<file path="src/rtl/uart_pkg.sv">
// Shared UART definitions.
//   UART_SIZE   - default receive word width in bits
//   RXBUF_DEPTH - default receive buffer capacity in words
//   ERRCNT_W    - width of the parity-error event counter
//   rx_state_t  - receiver FSM state encodings
//   sat_inc_err - saturating increment for the error counter
package uart_pkg;

    localparam int UART_SIZE   = 32;
    localparam int RXBUF_DEPTH = 8;
    localparam int ERRCNT_W    = 8;

    typedef enum logic [2:0] {
        RX_IDLE   = 3'd0,
        RX_START  = 3'd1,
        RX_DATA   = 3'd2,
        RX_PARITY = 3'd3,
        RX_STOP   = 3'd4
    } rx_state_t;

    // The counter holds at all-ones once it gets there.
    function automatic logic [ERRCNT_W-1:0] sat_inc_err(input logic [ERRCNT_W-1:0] v);
        return (v == {ERRCNT_W{1'b1}}) ? v : v + ERRCNT_W'(1);
    endfunction

endpackage

</file>
<file path="src/rtl/uart_rx_buffer_if.sv">
// Receive-buffer data path bundle.
//   RxData/RxDone/RxFlag - from the UART receiver (DataOut, DoneRx level, parity flag)
//   RdData/RdValid       - head-of-FIFO word to the consumer, first-word-fall-through
//   RdReady              - consumer accepts the head word
// master: the side driving the receiver signals and RdReady (receiver + consumer).
// slave : the buffer itself.
interface uart_rx_buffer_if #(
    parameter int SIZE = 32
);
    logic [SIZE-1:0] RxData;
    logic            RxDone;
    logic            RxFlag;
    logic            RdReady;
    logic [SIZE-1:0] RdData;
    logic            RdValid;

    modport master (
        output RxData, RxDone, RxFlag, RdReady,
        input  RdData, RdValid
    );

    modport slave (
        input  RxData, RxDone, RxFlag, RdReady,
        output RdData, RdValid
    );
endinterface

</file>
<file path="src/rtl/rxbuf_mem.sv">
// Receive buffer storage: DEPTH x SIZE words.
//   CLK_Baudin - write clock
//   wr_en      - write wr_data at wr_addr on the rising edge
//   wr_addr    - write address
//   wr_data    - write data
//   rd_addr    - read address
//   rd_data    - mem[rd_addr], combinational (asynchronous read)
// Contents are deliberately not reset; words only change when written.
module rxbuf_mem #(
    parameter int SIZE  = 32,
    parameter int DEPTH = 8
) (
    input  logic                     CLK_Baudin,
    input  logic                     wr_en,
    input  logic [$clog2(DEPTH)-1:0] wr_addr,
    input  logic [SIZE-1:0]          wr_data,
    input  logic [$clog2(DEPTH)-1:0] rd_addr,
    output logic [SIZE-1:0]          rd_data
);
    logic [SIZE-1:0] mem [DEPTH];

    always_ff @(posedge CLK_Baudin) begin
        if (wr_en) begin
            mem[wr_addr] <= wr_data;
        end
    end

    // Asynchronous read gives the FIFO its fall-through behaviour.
    assign rd_data = mem[rd_addr];
endmodule

</file>
<file path="src/rtl/uart_rx_buffer.sv">
// UART receive FIFO. Captures one word per rising edge of the receiver's
// DoneRx level and presents it to a consumer with a valid/ready handshake.
//   CLK_Baudin - baud clock, all state on its rising edge
//   RstRx      - asynchronous active-high reset
//   ClrErr     - synchronous clear of Overflow and ErrCnt
//   bus        - receiver inputs and consumer handshake (slave modport)
//   Count      - words stored
//   Full/Empty - Count==DEPTH / Count==0
//   Overflow   - sticky: a word arrived while full with no pop
//   ErrCnt     - saturating count of RxFlag rising edges
// DEPTH must be a power of two, at least 2, so pointers wrap by overflow.
module uart_rx_buffer
    import uart_pkg::*;
#(
    parameter int SIZE  = UART_SIZE,
    parameter int DEPTH = RXBUF_DEPTH
) (
    input  logic                     CLK_Baudin,
    input  logic                     RstRx,
    input  logic                     ClrErr,
    uart_rx_buffer_if.slave          bus,
    output logic [$clog2(DEPTH):0]   Count,
    output logic                     Full,
    output logic                     Empty,
    output logic                     Overflow,
    output logic [ERRCNT_W-1:0]      ErrCnt
);
    localparam int PTR_W = $clog2(DEPTH);
    localparam int CNT_W = PTR_W + 1;

    logic                done_prev_reg;
    logic                flag_prev_reg;
    logic [PTR_W-1:0]    wr_ptr_reg, wr_ptr_next;
    logic [PTR_W-1:0]    rd_ptr_reg, rd_ptr_next;
    logic [CNT_W-1:0]    count_reg, count_next;
    logic                overflow_reg, overflow_next;
    logic [ERRCNT_W-1:0] errcnt_reg, errcnt_next;

    logic push, err, pop, wr_en, ovf_evt, empty, full;

    // DoneRx stays high for many cycles; only its rising edge is a new word.
    assign push  = bus.RxDone & ~done_prev_reg;
    assign err   = bus.RxFlag & ~flag_prev_reg;

    assign empty = (count_reg == '0);
    assign full  = (count_reg == CNT_W'(DEPTH));

    // A pop needs a stored word; RdReady while empty is ignored.
    assign pop     = ~empty & bus.RdReady;
    // When full, a simultaneous pop frees the slot being written.
    assign wr_en   = push & (~full | pop);
    assign ovf_evt = push & full & ~pop;

    rxbuf_mem #(
        .SIZE  (SIZE),
        .DEPTH (DEPTH)
    ) u_mem (
        .CLK_Baudin (CLK_Baudin),
        .wr_en      (wr_en),
        .wr_addr    (wr_ptr_reg),
        .wr_data    (bus.RxData),
        .rd_addr    (rd_ptr_reg),
        .rd_data    (bus.RdData)
    );

    always_comb begin
        wr_ptr_next   = wr_ptr_reg;
        rd_ptr_next   = rd_ptr_reg;
        count_next    = count_reg;
        overflow_next = overflow_reg;
        errcnt_next   = errcnt_reg;

        if (wr_en) begin
            wr_ptr_next = wr_ptr_reg + PTR_W'(1);
        end
        if (pop) begin
            rd_ptr_next = rd_ptr_reg + PTR_W'(1);
        end

        if (wr_en && !pop) begin
            count_next = count_reg + CNT_W'(1);
        end else if (!wr_en && pop) begin
            count_next = count_reg - CNT_W'(1);
        end

        // A new event in the same cycle as ClrErr is kept, not cleared.
        if (ovf_evt) begin
            overflow_next = 1'b1;
        end else if (ClrErr) begin
            overflow_next = 1'b0;
        end

        if (ClrErr) begin
            errcnt_next = err ? ERRCNT_W'(1) : '0;
        end else if (err) begin
            errcnt_next = sat_inc_err(errcnt_reg);
        end
    end

    always_ff @(posedge CLK_Baudin or posedge RstRx) begin
        if (RstRx) begin
            done_prev_reg <= 1'b0;
            flag_prev_reg <= 1'b0;
            wr_ptr_reg    <= '0;
            rd_ptr_reg    <= '0;
            count_reg     <= '0;
            overflow_reg  <= 1'b0;
            errcnt_reg    <= '0;
        end else begin
            done_prev_reg <= bus.RxDone;
            flag_prev_reg <= bus.RxFlag;
            wr_ptr_reg    <= wr_ptr_next;
            rd_ptr_reg    <= rd_ptr_next;
            count_reg     <= count_next;
            overflow_reg  <= overflow_next;
            errcnt_reg    <= errcnt_next;
        end
    end

    assign bus.RdValid = ~empty;
    assign Count       = count_reg;
    assign Full        = full;
    assign Empty       = empty;
    assign Overflow    = overflow_reg;
    assign ErrCnt      = errcnt_reg;
endmodule

</file>
<file path="src/flat_wrapper.sv">
// flat-port wrapper written by rule: the top's interface ports become plain ports
module uart_rx_buffer_flat import uart_pkg::*;
#(
    parameter int SIZE  = UART_SIZE,
    parameter int DEPTH = RXBUF_DEPTH
)
  (CLK_Baudin, RstRx, ClrErr, Count, Full, Empty, Overflow, ErrCnt, bus_RxData, bus_RxDone, bus_RxFlag, bus_RdReady, bus_RdData, bus_RdValid);
  uart_rx_buffer_if #(.SIZE(SIZE)) bus_i ();
  input  logic CLK_Baudin;
  input  logic RstRx;
  input  logic ClrErr;
  output logic [$clog2(DEPTH):0] Count;
  output logic Full;
  output logic Empty;
  output logic Overflow;
  output logic [ERRCNT_W-1:0] ErrCnt;
  input wire logic [$bits(bus_i.RxData)-1:0] bus_RxData;
  input wire logic [$bits(bus_i.RxDone)-1:0] bus_RxDone;
  input wire logic [$bits(bus_i.RxFlag)-1:0] bus_RxFlag;
  input wire logic [$bits(bus_i.RdReady)-1:0] bus_RdReady;
  output wire logic [$bits(bus_i.RdData)-1:0] bus_RdData;
  output wire logic [$bits(bus_i.RdValid)-1:0] bus_RdValid;
  assign bus_i.RxData = bus_RxData;
  assign bus_i.RxDone = bus_RxDone;
  assign bus_i.RxFlag = bus_RxFlag;
  assign bus_i.RdReady = bus_RdReady;
  assign bus_RdData = bus_i.RdData;
  assign bus_RdValid = bus_i.RdValid;
  uart_rx_buffer #(.SIZE(SIZE), .DEPTH(DEPTH)) u_core (.CLK_Baudin(CLK_Baudin), .RstRx(RstRx), .ClrErr(ClrErr), .bus(bus_i), .Count(Count), .Full(Full), .Empty(Empty), .Overflow(Overflow), .ErrCnt(ErrCnt));
endmodule
</file>
<file path="config.mk">
export PLATFORM = sky130hd
export DESIGN_NAME = uart_rx_buffer_flat
export DESIGN_NICKNAME = d
export VERILOG_FILES = /design/src/rtl/uart_pkg.sv /design/src/rtl/uart_rx_buffer_if.sv /design/src/rtl/rxbuf_mem.sv /design/src/rtl/uart_rx_buffer.sv /design/src/flat_wrapper.sv
export SDC_FILE = /design/constraint.sdc
export NUM_CORES = 1
export LEC_CHECK = 0
export CAP_MARGIN = 20
export CORE_MARGIN = 10
export CORE_UTILIZATION = 58
export DETAILED_ROUTE_END_ITERATION = 6
export DONT_BUFFER_PORTS = 1
export GPL_TIMING_DRIVEN = 0
export HOLD_SLACK_MARGIN = 0.1
export PLACE_DENSITY_LB_ADDON = 0.1
export SYNTH_ARGS = -nofsm -noshare
export SYNTH_HDL_FRONTEND = slang
export SYNTH_HIERARCHICAL = 1
export SYNTH_SLANG_ARGS = --single-unit
</file>
<file path="constraint.sdc">
create_clock -name CLK_Baudin -period 5 [get_ports CLK_Baudin]
set_input_delay 1.25 -clock CLK_Baudin [delete_from_list [all_inputs] [get_ports CLK_Baudin]]
set_output_delay 1.25 -clock CLK_Baudin [all_outputs]
set_load 0.1 [all_outputs]
</file>
Yosys cells after proc, flatten, opt, wreduce, memory -nomap -nowiden
Memories as Yosys holds them, arrays and structs flattened.
Cells that the tools add are included.
- bits in registers: 21
- memories kept: 1
- input bits: 38
- output and inout bits: 48
- RAM bits: 256
- word-level logic and storage cells: 47
- memory list (memory ; words ; bits a word ; read ports ; clocked after memory_dff ; wr ports ; line ; text):
    u_core.u_mem.mem ; 8 ; 32 ; 1 ; 0 ; 1 ; rxbuf_mem.sv:20 ; logic [SIZE-1:0] mem [DEPTH];
- bitwise logic cells: 12
- muxes and demuxes: 10
- equal/unequal tests: 3
- reductions and logical operators: 9
- $add $sub $neg: 5
- operators with widths (operator ; count):
    8-bit 2-to-1 mux ; 3
    8-bit by 1-bit adder with 8-bit output (second input constant) ; 1
    8-bit equality test (second input constant) ; 1
    4-bit 2-to-1 mux ; 2
    3-bit by 1-bit adder with 3-bit output (second input constant) ; 2
    1-bit AND ; 6
    2-bit nonzero test ; 3
    1-bit 2-to-1 mux ; 5
    1-bit inverter ; 5
    4-bit by 1-bit adder with 4-bit output (second input constant) ; 1
    4-bit equality test (second input constant) ; 1
    4-bit logical NOT ; 1
    4-bit by 1-bit subtractor with 4-bit output (second input constant) ; 1
    1-bit logical AND ; 2
    1-bit logical NOT ; 2
    2-bit != test (second input constant) ; 1
    2-bit AND reduction ; 1
    1-bit bitwise OR ; 1

Depth between registers and ports, before layout
Gate-level depths: netlist of the first run.
- word-level depth: 9
- gate-level depth with buffers: 9
- mapped depth without buffers: 9

Cells and area by module
The synthesis of the first run kept the hierarchy.
- modules (own cells, without submodules) (module ; times used ; cells an instance ; area an instance (µm²) ; seq. area each (µm²)):
    rxbuf_mem ; 1 ; 383 ; 9825.7 ; 7687.4
    uart_rx_buffer ; 1 ; 96 ; 1063.5 ; 525.5

Worst setup path after synthesis of the first run
No wires, ideal clock.
- kind: flip-flop to flip-flop
- start point: reg u_core.count_reg[0], in the netlist u_core/Count[0]
- end point: mem u_core.u_mem.mem[4][0] (enable)
- stages on the path, launching flop included: 5
- setup time: 461 ps
- period minus slack after synthesis: 4926 ps
- path slack: 74 ps
- arrival time: 4465 ps
- path through: dfrtp_1 nor4b_2 a21oi_1 nand2_1 nor3_1
- RTL lines (what ; line ; text):
    from (decl) ; uart_rx_buffer.sv:35 ; logic [CNT_W-1:0] count_reg, count_next;
    from (signal assigned) ; uart_rx_buffer.sv:114 ; count_reg <= count_next;
    4-bit equality test ; uart_rx_buffer.sv:46 ; assign full = (count_reg == CNT_W'(DEPTH));
    named net Full ; flat_wrapper.sv:13 ; output logic Full;
    1-bit inverter ; uart_rx_buffer.sv:51 ; assign wr_en = push & (~full | pop);
    1-bit bitwise OR ; uart_rx_buffer.sv:51 ;
    1-bit AND ; uart_rx_buffer.sv:51 ;
    named net u_core.wr_en ; uart_rx_buffer.sv:39 ; logic push, err, pop, wr_en, ovf_evt, empty, full;
    1-bit 2-to-1 mux ; rxbuf_mem.sv:23 ; if (wr_en) begin
    1-bit 2-to-1 mux (implied by the code) ; rxbuf_mem.sv:24 ; mem[wr_addr] <= wr_data;
    to (decl) ; rxbuf_mem.sv:20 ;
The timed path passes the listed nets, and every way through them passes these cells.

Final worst setup path of the first run
- start point: reg u_core.count_reg[2], in the netlist u_core/Count[2]
- end point: out Empty
- cells in the longest elaborated chain, start to end: 1
- RTL lines (what ; line ; text):
    4-bit logical NOT ; uart_rx_buffer.sv:45 ; assign empty = (count_reg == '0);
    to (decl) ; flat_wrapper.sv:14 ; output logic Empty;
No other way between the ends.

==> results.md, run 1 <==
* Critical path arrival at slightly below 3 ns
* Post-Synth Adder-Cell Area at 0.008733
* Setup CP Type: flop to primary output
* RD Place Congestion at between 0.7 and 0.8
* Fin Clk Skew at 0.007488 ns
* Max Slew Vio Count at 0
* First-pass GRT wire length at roughly 31000 µm
* Outcome: finished, final reports clean
* Syn avg cell area at 22.73 µm²
* Max FFs per register at between 200 and 300
* Share of the synthesized area in the top cell type at 0.7060
* Mux cell area share after synthesis at 0.1833
* RSZ-0062 raised after global routing: false
* Die X at roughly 160 µm
* Post-Synth Simple-Gate Area at 0.02275
* Predominant post-synthesis flop cell: edfxtp_1
* Worst-Margin Slew at between 1 and 1.5 ns
* Final setup vio count at 0
* Critical path capture point type: primary output
* Reg2Reg Setup Slack at roughly 1.5 ns
* DRC at 0
* Largest cells by area after synthesis: edfxtp_1 71%, mux4_1 9.7%, mux4_2 5.0%, dfrtp_1 4.8%, mux2_2 3.6%
* Iteration-0 DRC Markers at between 200 and 250
* Detail Route Antenna Nets at 0
* DP HPWL at 12730 µm
* Synth Area in XOR/XNOR at 0.006435
* I/O Buffers at 0
* Critical path cell sequence: or4_4, inv_1
* Yosys reg bits at 277
* GRT Util Overall at 0.1689
* CTS tree: done
* Commonest non-fill, non-tap cell in the layout: edfxtp_1
* Initial Util at 0.5861
* CTS Buf Count at 27
* Worst path slowest cell: or4_4
* # IOs at 86
* Yosys cell types at 40
* Slew margin rel. at 0.2514
* FFs w/ async S/R, synth at 0.07581
* Leading area contributor after synthesis: edfxtp_1
* Cts repair resizes at 0
* Clock transition at the registers of the reported paths at approximately 0.060 ns
* Number of synthesized flops with an enable pin at ~260
* Area growth, synth to finish at 13.19%
* Clock tree buffer depth at 3
* Crit path required time at between 3 and 4 ns
* Setup Buffers After CTS at 0
* Seq/Total Area, Yosys at 0.7542
* FP Rows at 50
* Setup crit start kind: flop
* Die height at about 160 µm
* Final hold vios at 0
* Critical Path Max Stage Delay at 0.91 ns
* # clock sinks at ~280
* Initial antenna violation count at 0
* Hold buffers post-CTS at 0
* Hold Crit Class: flop to flop
* Tcrit/Tclk final at 0.8293
* Compound-Gate Fraction of Synth Area at 0.01046
* Ant diodes at 0
* Clk root buf: clkbuf_16
* Post-synthesis cell area at 10890 µm²
* Placed insts at 728
* Most frequent cells in the layout: 256 x edfxtp_1, 40 x mux4_1, 35 x mux2_2, 27 x clkbuf_16, 24 x mux4_2
* Highest clock rate at 0.2412 GHz
* Mapped Nets at 524
* Synthesized instance count at roughly 480
* Nets at 568
* Synthesis Warnings at 6
* Vias in the first global route at 5094
* Die Area at approximately 25000 µm²
* Final wirelength at slightly above 20000 µm
* Layout cell share with drive strength beyond 1 at 0.2638
* Top reg by flops: u_core/u_mem/mem
* Max-Cap Viols at 0
* Finished Layout Cells at 776
* Wire per inst at between 20 and 30 µm
* Via count at ~4800
* Pin count of the biggest net entering global routing at 25
* Core area at between 15000 and 20000 µm²
* Clk_lat worst skew at between 0.5 and 0.6 ns
* Top fanout value on the critical path at 5
* Largest family of logic cells by synthesized area: multiplexers
* Vias per cell at 6.148
* H-tree levels at 1
* Minimum clock period at about 4.1 ns
* Drt pass-1 iters at 4
* Total grt overflow at 0
[cell usage after synthesis, types with 5 or more instances]
cell      instances
edfxtp_1        256
mux4_1           40
mux2_2           35
mux4_2           24
dfrtp_1          21
nand2_1           9
nor2_1            9
a21oi_1           7
buf_6             7
buf_2             6
ha_1              6
inv_1             6
xnor2_1           6
nor3_1            5
[worst max-delay path, delay by kind of cell (launching register included)]
| family | cells | cell delay [ns] |
|---|---|---|
| AND/OR/NAND/NOR | 1 | 0.91 |
| buffers and inverters | 1 | 0.69 |
| flip-flops | 1 | 0.78 |
[per-stage QoR]
| stage | worst slack [ns] | setup TNS [ns] | util | hold slack (ns) | cell area (µm²) |
|---|---|---|---|---|---|
| finish | 0.8535 | 0 | 0.6634 | 0.4701 | 12330 |
| global route | 0.7913 | 0 | 0.6634 | 0.5024 | 12330 |
| CTS | 0.8165 | 0 | 0.6634 | 0.4750 | 12330 |
| detailed placement | 1.372 | 0 | 0.6182 | 0.4611 | 11490 |
| global placement | -2.351 | -277.96 | 0.6018 | 0.4640 | 11180 |
| floorplan | 0.07397 | 0 | - | 0.4435 | 10890 |
[final timing paths]
| path | to | startpoint | depth (start not counted) |
|---|---|---|---|
| max | Empty | u_core/Count[2] | 2 |
| min | u_core/rd_ptr_reg[2] | u_core/rd_ptr_reg[2] | 1 |
| max reg2reg | u_core/u_mem/mem[0][19] | u_core/Count[1] | 7 |
| min reg2reg | u_core/rd_ptr_reg[2] | u_core/rd_ptr_reg[2] | 1 |
| max in group asynchronous | u_core/wr_ptr_reg[1] | RstRx | 1 |
| min in group asynchronous | u_core/Count[3] | RstRx | 1 |
[layout make-up]
type	instances	area (µm²)
Buffer	19	131.4
Clock buffer	33	708.2
Clock inverter	15	131.4
Fill cell	1198	6255
Inverter	6	22.52
Multi-Input combinational cell	177	2586
Sequential cell	277	8213
Tap cell	234	292.8
Timing Repair Buffer	15	240.2
[cells by family (layout without fill, tap and decap cells)]
kind of cell / after synthesis / count (layout)
simple gates: 44 / 44
mux: 100 / 100
fa+ha+maj: 7 / 7
buf+inv: 25 / 88
xor+xnor: 8 / 8
flops: 277 / 277
compound gates: 18 / 18
[per-layer routing]
metal  part of all wire  GRT usage  vias to the layer above  wire length [µm]
li1                   -          -                     2124                 -
met4              0.013    0.04096                        0               272
met1               0.41     0.2139                     2502              8355
met5                  0          0                        -                 0
met3              0.072    0.05322                       24              1471
met2               0.50     0.2800                      121             10250
Power of run 1 is not shown: default switching activity piles up to over one toggle a cycle in this logic, so the estimate is an artifact.
==> run 2, diff against run 1 <==
--- a/config.mk
+++ b/config.mk
@@ -7,7 +7,7 @@
 export LEC_CHECK = 0
 export CAP_MARGIN = 20
 export CORE_MARGIN = 10
-export CORE_UTILIZATION = 58
+export CORE_UTILIZATION = 57
 export DETAILED_ROUTE_END_ITERATION = 6
 export DONT_BUFFER_PORTS = 1
 export GPL_TIMING_DRIVEN = 0
==> constraint.sdc (replaced) <==
create_clock -name CLK_Baudin -period 3.45 [get_ports CLK_Baudin]
set_input_delay 0.8625 -clock CLK_Baudin [delete_from_list [all_inputs] [get_ports CLK_Baudin]]
set_output_delay 0.8625 -clock CLK_Baudin [all_outputs]
set_load 0.1 [all_outputs]
==> results.md, run 2 (synthesis results as in run 1) <==
* R2R cell count at 9
* DRC at 0
* Setup CP Type: flop to primary output
* Initial Util at 0.5802
* Clock tree buffer depth at 3
* Die Area at about 25000 µm²
* Layout cell share with drive strength beyond 1 at 0.2685
* Die X at 158.2 µm
* DP Worst Slack at around 0.45 ns
* CTS tree: done
* Fin Clk Skew at 0.005983 ns
* Minimum clock period at 3.351 ns
* Hold Crit Class: input pin to flop
* Final instance area at about 12000 µm²
* Critical Path Sink: bus_RdData[21]
* GRT Util Overall at 0.1637
* Pin count of the biggest net entering global routing at 22
* Setup crit start kind: flop
* I/O Buffers at 0
* # clock sinks at roughly 280
* Hold buffers post-CTS at 0
* Area growth, synth to finish at 14.23%
* Initial antenna violation count at 0
* Slew margin rel. at 0.2985
* Clock transition at the registers of the reported paths at roughly 0.060 ns
* Commonest non-fill, non-tap cell in the layout: edfxtp_1
* Ant diodes at 0
* Max-Cap Viols at 0
* Max FFs per register at between 200 and 300
* Wire per inst at 26.44 µm
* Final wirelength at ~20000 µm
* Placed insts at between 700 and 800
* FP Rows at 50
* Detail Route Antenna Nets at 0
* Die height at around 160 µm
* Core area at 18770 µm²
* H-tree levels at 1
* CTS Buf Count at 28
* Critical path capture point type: primary output
* Crit. Startpoint: u_core/rd_ptr_reg[1]
* Vias in the first global route at roughly 5000
* Clk root buf: clkbuf_16
* Iteration-0 DRC Markers at a little under 300
* Top reg by flops: u_core/u_mem/mem
* First-pass GRT wire length at around 31000 µm
* # IOs at between 80 and 90
* Nets at ~570
* Final hold vios at 0
* Most frequent cells in the layout: 256 x edfxtp_1, 40 x mux4_1, 35 x mux2_2, 29 x clkbuf_16, 24 x mux4_2
* Total grt overflow at 0
* Tcrit/Tclk final at 0.9712
* Via count at slightly below 5000
* Worst min-delay path startpoint: bus_RxDone
* Crit path required time at 2.59 ns
* Vias per cell at 6.235
* Highest clock rate at between 0.2 and 0.3 GHz
* RSZ-0062 raised after global routing: false
* Clk_lat worst skew at roughly 0.52 ns
* Finished Layout Cells at around 770
* Critical path arrival at about 2.5 ns
* RR Endpoint: u_core/Count[3]
* Worst-Margin Slew at between 1 and 1.5 ns
* Top fanout value on the critical path at 10
* RD Place Congestion at roughly 0.7
* DP HPWL at around 13000 µm
* Setup ws final at approximately 0.1 ns
* WHS Path Cells at 0
* Area after DPL at roughly 12000 µm²
* Max Slew Vio Count at 0
* RR Startpoint: u_core/Count[2]
* Final setup vio count at 0
* Reg2Reg Setup Slack at around 0.46 ns
* Outcome: finished, final reports clean
* Setup Buffers After CTS at 0
* Drt pass-1 iters at 4
==> run 2: area by class of cell <==
cell class,instances,area [µm²]
sequential,277,8220
fill,1200,6330
multi-input combinational,177,2603
clock buffer,37,755.7
tap,234,292.8
timing repair buffer,12,272.8
clock inverter,13,137.6
buffer,18,130.1
inverter,6,26.28
==> run 2: worst max-delay path, cell delays in order (launching register included) <==
cell,delay [ns]
dfrtp_1,0.38
buf_1,0.30
buf_1,0.61
mux2_2,0.66
==> run 2: worst min path at each step <==
stage | end | slack [ns]
after floorplan | u_core/rd_ptr_reg[2] | 0.44
after global placement | u_core/rd_ptr_reg[2] | 0.47
after detailed placement | u_core/wr_ptr_reg[2] | 0.48
after CTS | u_core/flag_prev_reg | 0.35
after global routing | u_core/done_prev_reg | 0.34
final | u_core/done_prev_reg | 0.37
==> run 2: through the flow <==
| stage | hold slack (ns) | util | setup TNS, ns |
|---|---|---|---|
| detailed placement | 0.4840 | 0.6150 | 0 |
| global route | 0.3430 | 0.6627 | 0 |
| finish | 0.3674 | 0.6627 | 0 |
| CTS | 0.3528 | 0.6626 | 0 |
| floorplan | 0.4435 | - | 0 |
| global placement | 0.4669 | 0.5974 | -344.97 |
==> run 2: timing repair <==
action                     in CTS  in global routing
gates resized for setup         1                  2
pin swaps                       0                  0
setup endpoints to repair      33                 16
==> run 2: per-layer routing <==
metal  track usage  up-vias  part of all wire
met1        0.2057     2567              0.40
met3       0.04640       23             0.074
li1              -     2110                 -
met5             0        -                 0
met4       0.03397        0             0.012
met2        0.2789      126              0.51
Power of run 2 is left out for the same reason.
==> variant (settings of run 2) <==
The package constant `UART_SIZE` goes from 32 to 64.
--- a/src/rtl/uart_pkg.sv
+++ b/src/rtl/uart_pkg.sv
@@ -6,7 +6,7 @@
 //   sat_inc_err - saturating increment for the error counter
 package uart_pkg;
 
-    localparam int UART_SIZE   = 32;
+    localparam int UART_SIZE   = 64;
     localparam int RXBUF_DEPTH = 8;
     localparam int ERRCNT_W    = 8;
 
Ports: changed (resized bus_RdData and bus_RxData); port bits go from 86 to 150. No check against the original RTL was run, so the function may have changed too.
==> variant against run 2 <==
  * Hold slack worse by 58 ps
  * Critical path type unchanged
  * Sequential cell count rose by 256
  * Design area is 89% higher
  * Largest cell class unchanged
  * Register-to-register slack improved by 110 ps
  * Worst setup slack got worse by 15 ps
  * Sequential share of layout area grew 1.8 points
  * Highest routed layer unchanged
  * Area after synthesis rose by 87%
  * Wire length increased by 99%
  * Critical path depth rose by 1
Power is left out: the tool's default activity adds up to more than one toggle a clock period on the data nets, which glitch-free logic cannot reach.
==> variant: results (changes against run 2) <==
stage;metric;value;unit;change
run_status;run_status;completed;;
grt;grt_antenna_before_repair;0;;unchanged
yosys;synthAdderAreaFrac;0.00468;;-0.00406
placed_design;detailed_place_hpwl;25.8;mm;+100%
grt;grt_pass1_wl;61.6;mm;+100%
hold_path;hp-class;in2reg;;
placed_design;io_buffer_count;0;;unchanged
timing;skew;12.5;ps;+6.56 ps
finish;post_route_cells_drive_above_1_share;0.362;;+0.0931
setup_path;worstSetupStartpoint;u_core/rd_ptr_reg[0];;
placed_design;place.gp.congestion;0.757;;+7.6%
yosys;synth-compound-area-share;0.00560;;-0.00486
yosys;synth_area_leaders;edfxtp_1 76%, mux4_2 14%, mux2_2 3.7%;;
finish;layout.nets;1005;;+78%
cts;number_of_buffers_created_by_cts;53;;+89%
hold_path;worst_hold_path.endpoint;u_core/done_prev_reg;;
yosys;synth_mux_area_frac;0.179;;-0.00386
timing;worst_pin_slew;1030;ps;-20.5 ps
grt;grt_max_degree;24;;+9.1%
placed_design;postPlaceCellArea;21500;um2;+87%
setup_path;r2r_cells;9;;unchanged
yosys;post_synthesis_net_count;925;;+77%
drt;drt_drc_violations_left;0;;unchanged
hold_path;hp-start;bus_RxDone;;
setup_path;ff2ff_setup_slack;570;ps;+110 ps
drt;detail_route.wl_per_cell;28.6;um;+8.2%
yosys;yosys_warnings;6;;unchanged
yosys;async_flop_share;0.0394;;-0.0364
setup_path;rr_startpoint;u_core/Count[2];;
drt;detail_route.iter0.violations;600;;+100%
cts;clk-insertion-delay-late;580;ps;+60 ps
finish;max_flop_register;u_core/u_mem/mem;;
setup_path;crit_arrival;2500;ps;
cts;clk_transition_reported_paths;60;ps;about the same
cts;htreeDepth;2;;+1
grt;first_global_vias;9618;;+87%
grt;grt.total_usage;0.189;;+0.0255
setup_path;worstPathMaxFanout;10;;unchanged
setup_path;r2r-end;u_core/Count[3];;
yosys;synth_cell_type_count;40;;unchanged
yosys;yosys.area_share.xor_xnor;0.00345;;-0.00299
yosys;synth-seq-area-share;0.782;;+0.0279
drt;route.detailed.vias_per_inst;6.17;;-0.97%
finish;largest_reg_flops;512;;+100%
cts;clk_root_buffer_cell;clkbuf_16;;
cts;cts_max_path_buffers;3;;unchanged
drt;drt-pass1-iter-count;5;;+1
hold_path;hold_crit_depth;0;;unchanged
yosys;synth_common_cells;512 x edfxtp_1, 128 x mux4_2, 67 x mux2_2;;
yosys;synth_edf_count;512;;+100%
variant: layout make-up:
cell class / count / area, um2
Tap cell: 461 / 577
Timing Repair Buffer: 25 / 518
Clock buffer: 65 / 1390
Sequential cell: 533 / 15900
Buffer: 36 / 290
Antenna cell: 1 / 2.50
Clock inverter: 27 / 226
Multi-Input combinational cell: 273 / 4510
Fill cell: 2197 / 11900
Inverter: 6 / 26.3
variant: cells by family after synthesis:
kind of cell / count (synthesis)
flops: 533
mux: 196
simple gates: 44
buf+inv: 42
compound gates: 18
xor+xnor: 8
fa+ha+maj: 7
variant: through the flow:
stage | hold WS (ps) | setup TNS [ps] | setup WS [ps] | cells
finish | 309 | 0 | 84.7 | 1427
global route | 289 | 0 | 3.70 | 1426
CTS | 281 | -485 | -65.7 | 1426
detailed placement | 491 | 0 | 177 | 1334
global placement | 487 | -332540 | -1570 | 1309
floorplan | 459 | 0 | 66.9 | 848
variant: layer usage:
layer / vias to the layer above / part of all wire / track usage
met5: - / 0 / 0
met4: 0 / 0.021 / 0.0576
met2: 270 / 0.52 / 0.321
li1: 3766 / - / -
met3: 61 / 0.079 / 0.0586
met1: 4714 / 0.38 / 0.228
variant: how the worst max path moves through the flow:
stage / depth (start not counted) / to
2_1_floorplan: 4 / u_core/u_mem/mem[0][0]
3_3_place_gp: 4 / u_core/u_mem/mem[0][37]
3_5_place_dp: 3 / bus_RdData[13]
4_1_cts: 4 / bus_RdData[55]
5_1_grt: 4 / bus_RdData[47]
6_report: 4 / bus_RdData[22]
variant: critical path: stages, from the launching register on:
cell,delay (ps)
dfrtp_1,450
buf_6,260
buf_6,240
mux4_2,530
mux2_4,430
variant: what timing repair did:
item | in CTS | in global routing
buffers inserted | 0 | 0
gates resized for setup | 69 | 29
endpoints found under the setup margin | 65 | 30
hold buffers | 0 | 0
endpoints found under the hold margin | 0 | 0
gates cloned | 0 | 0
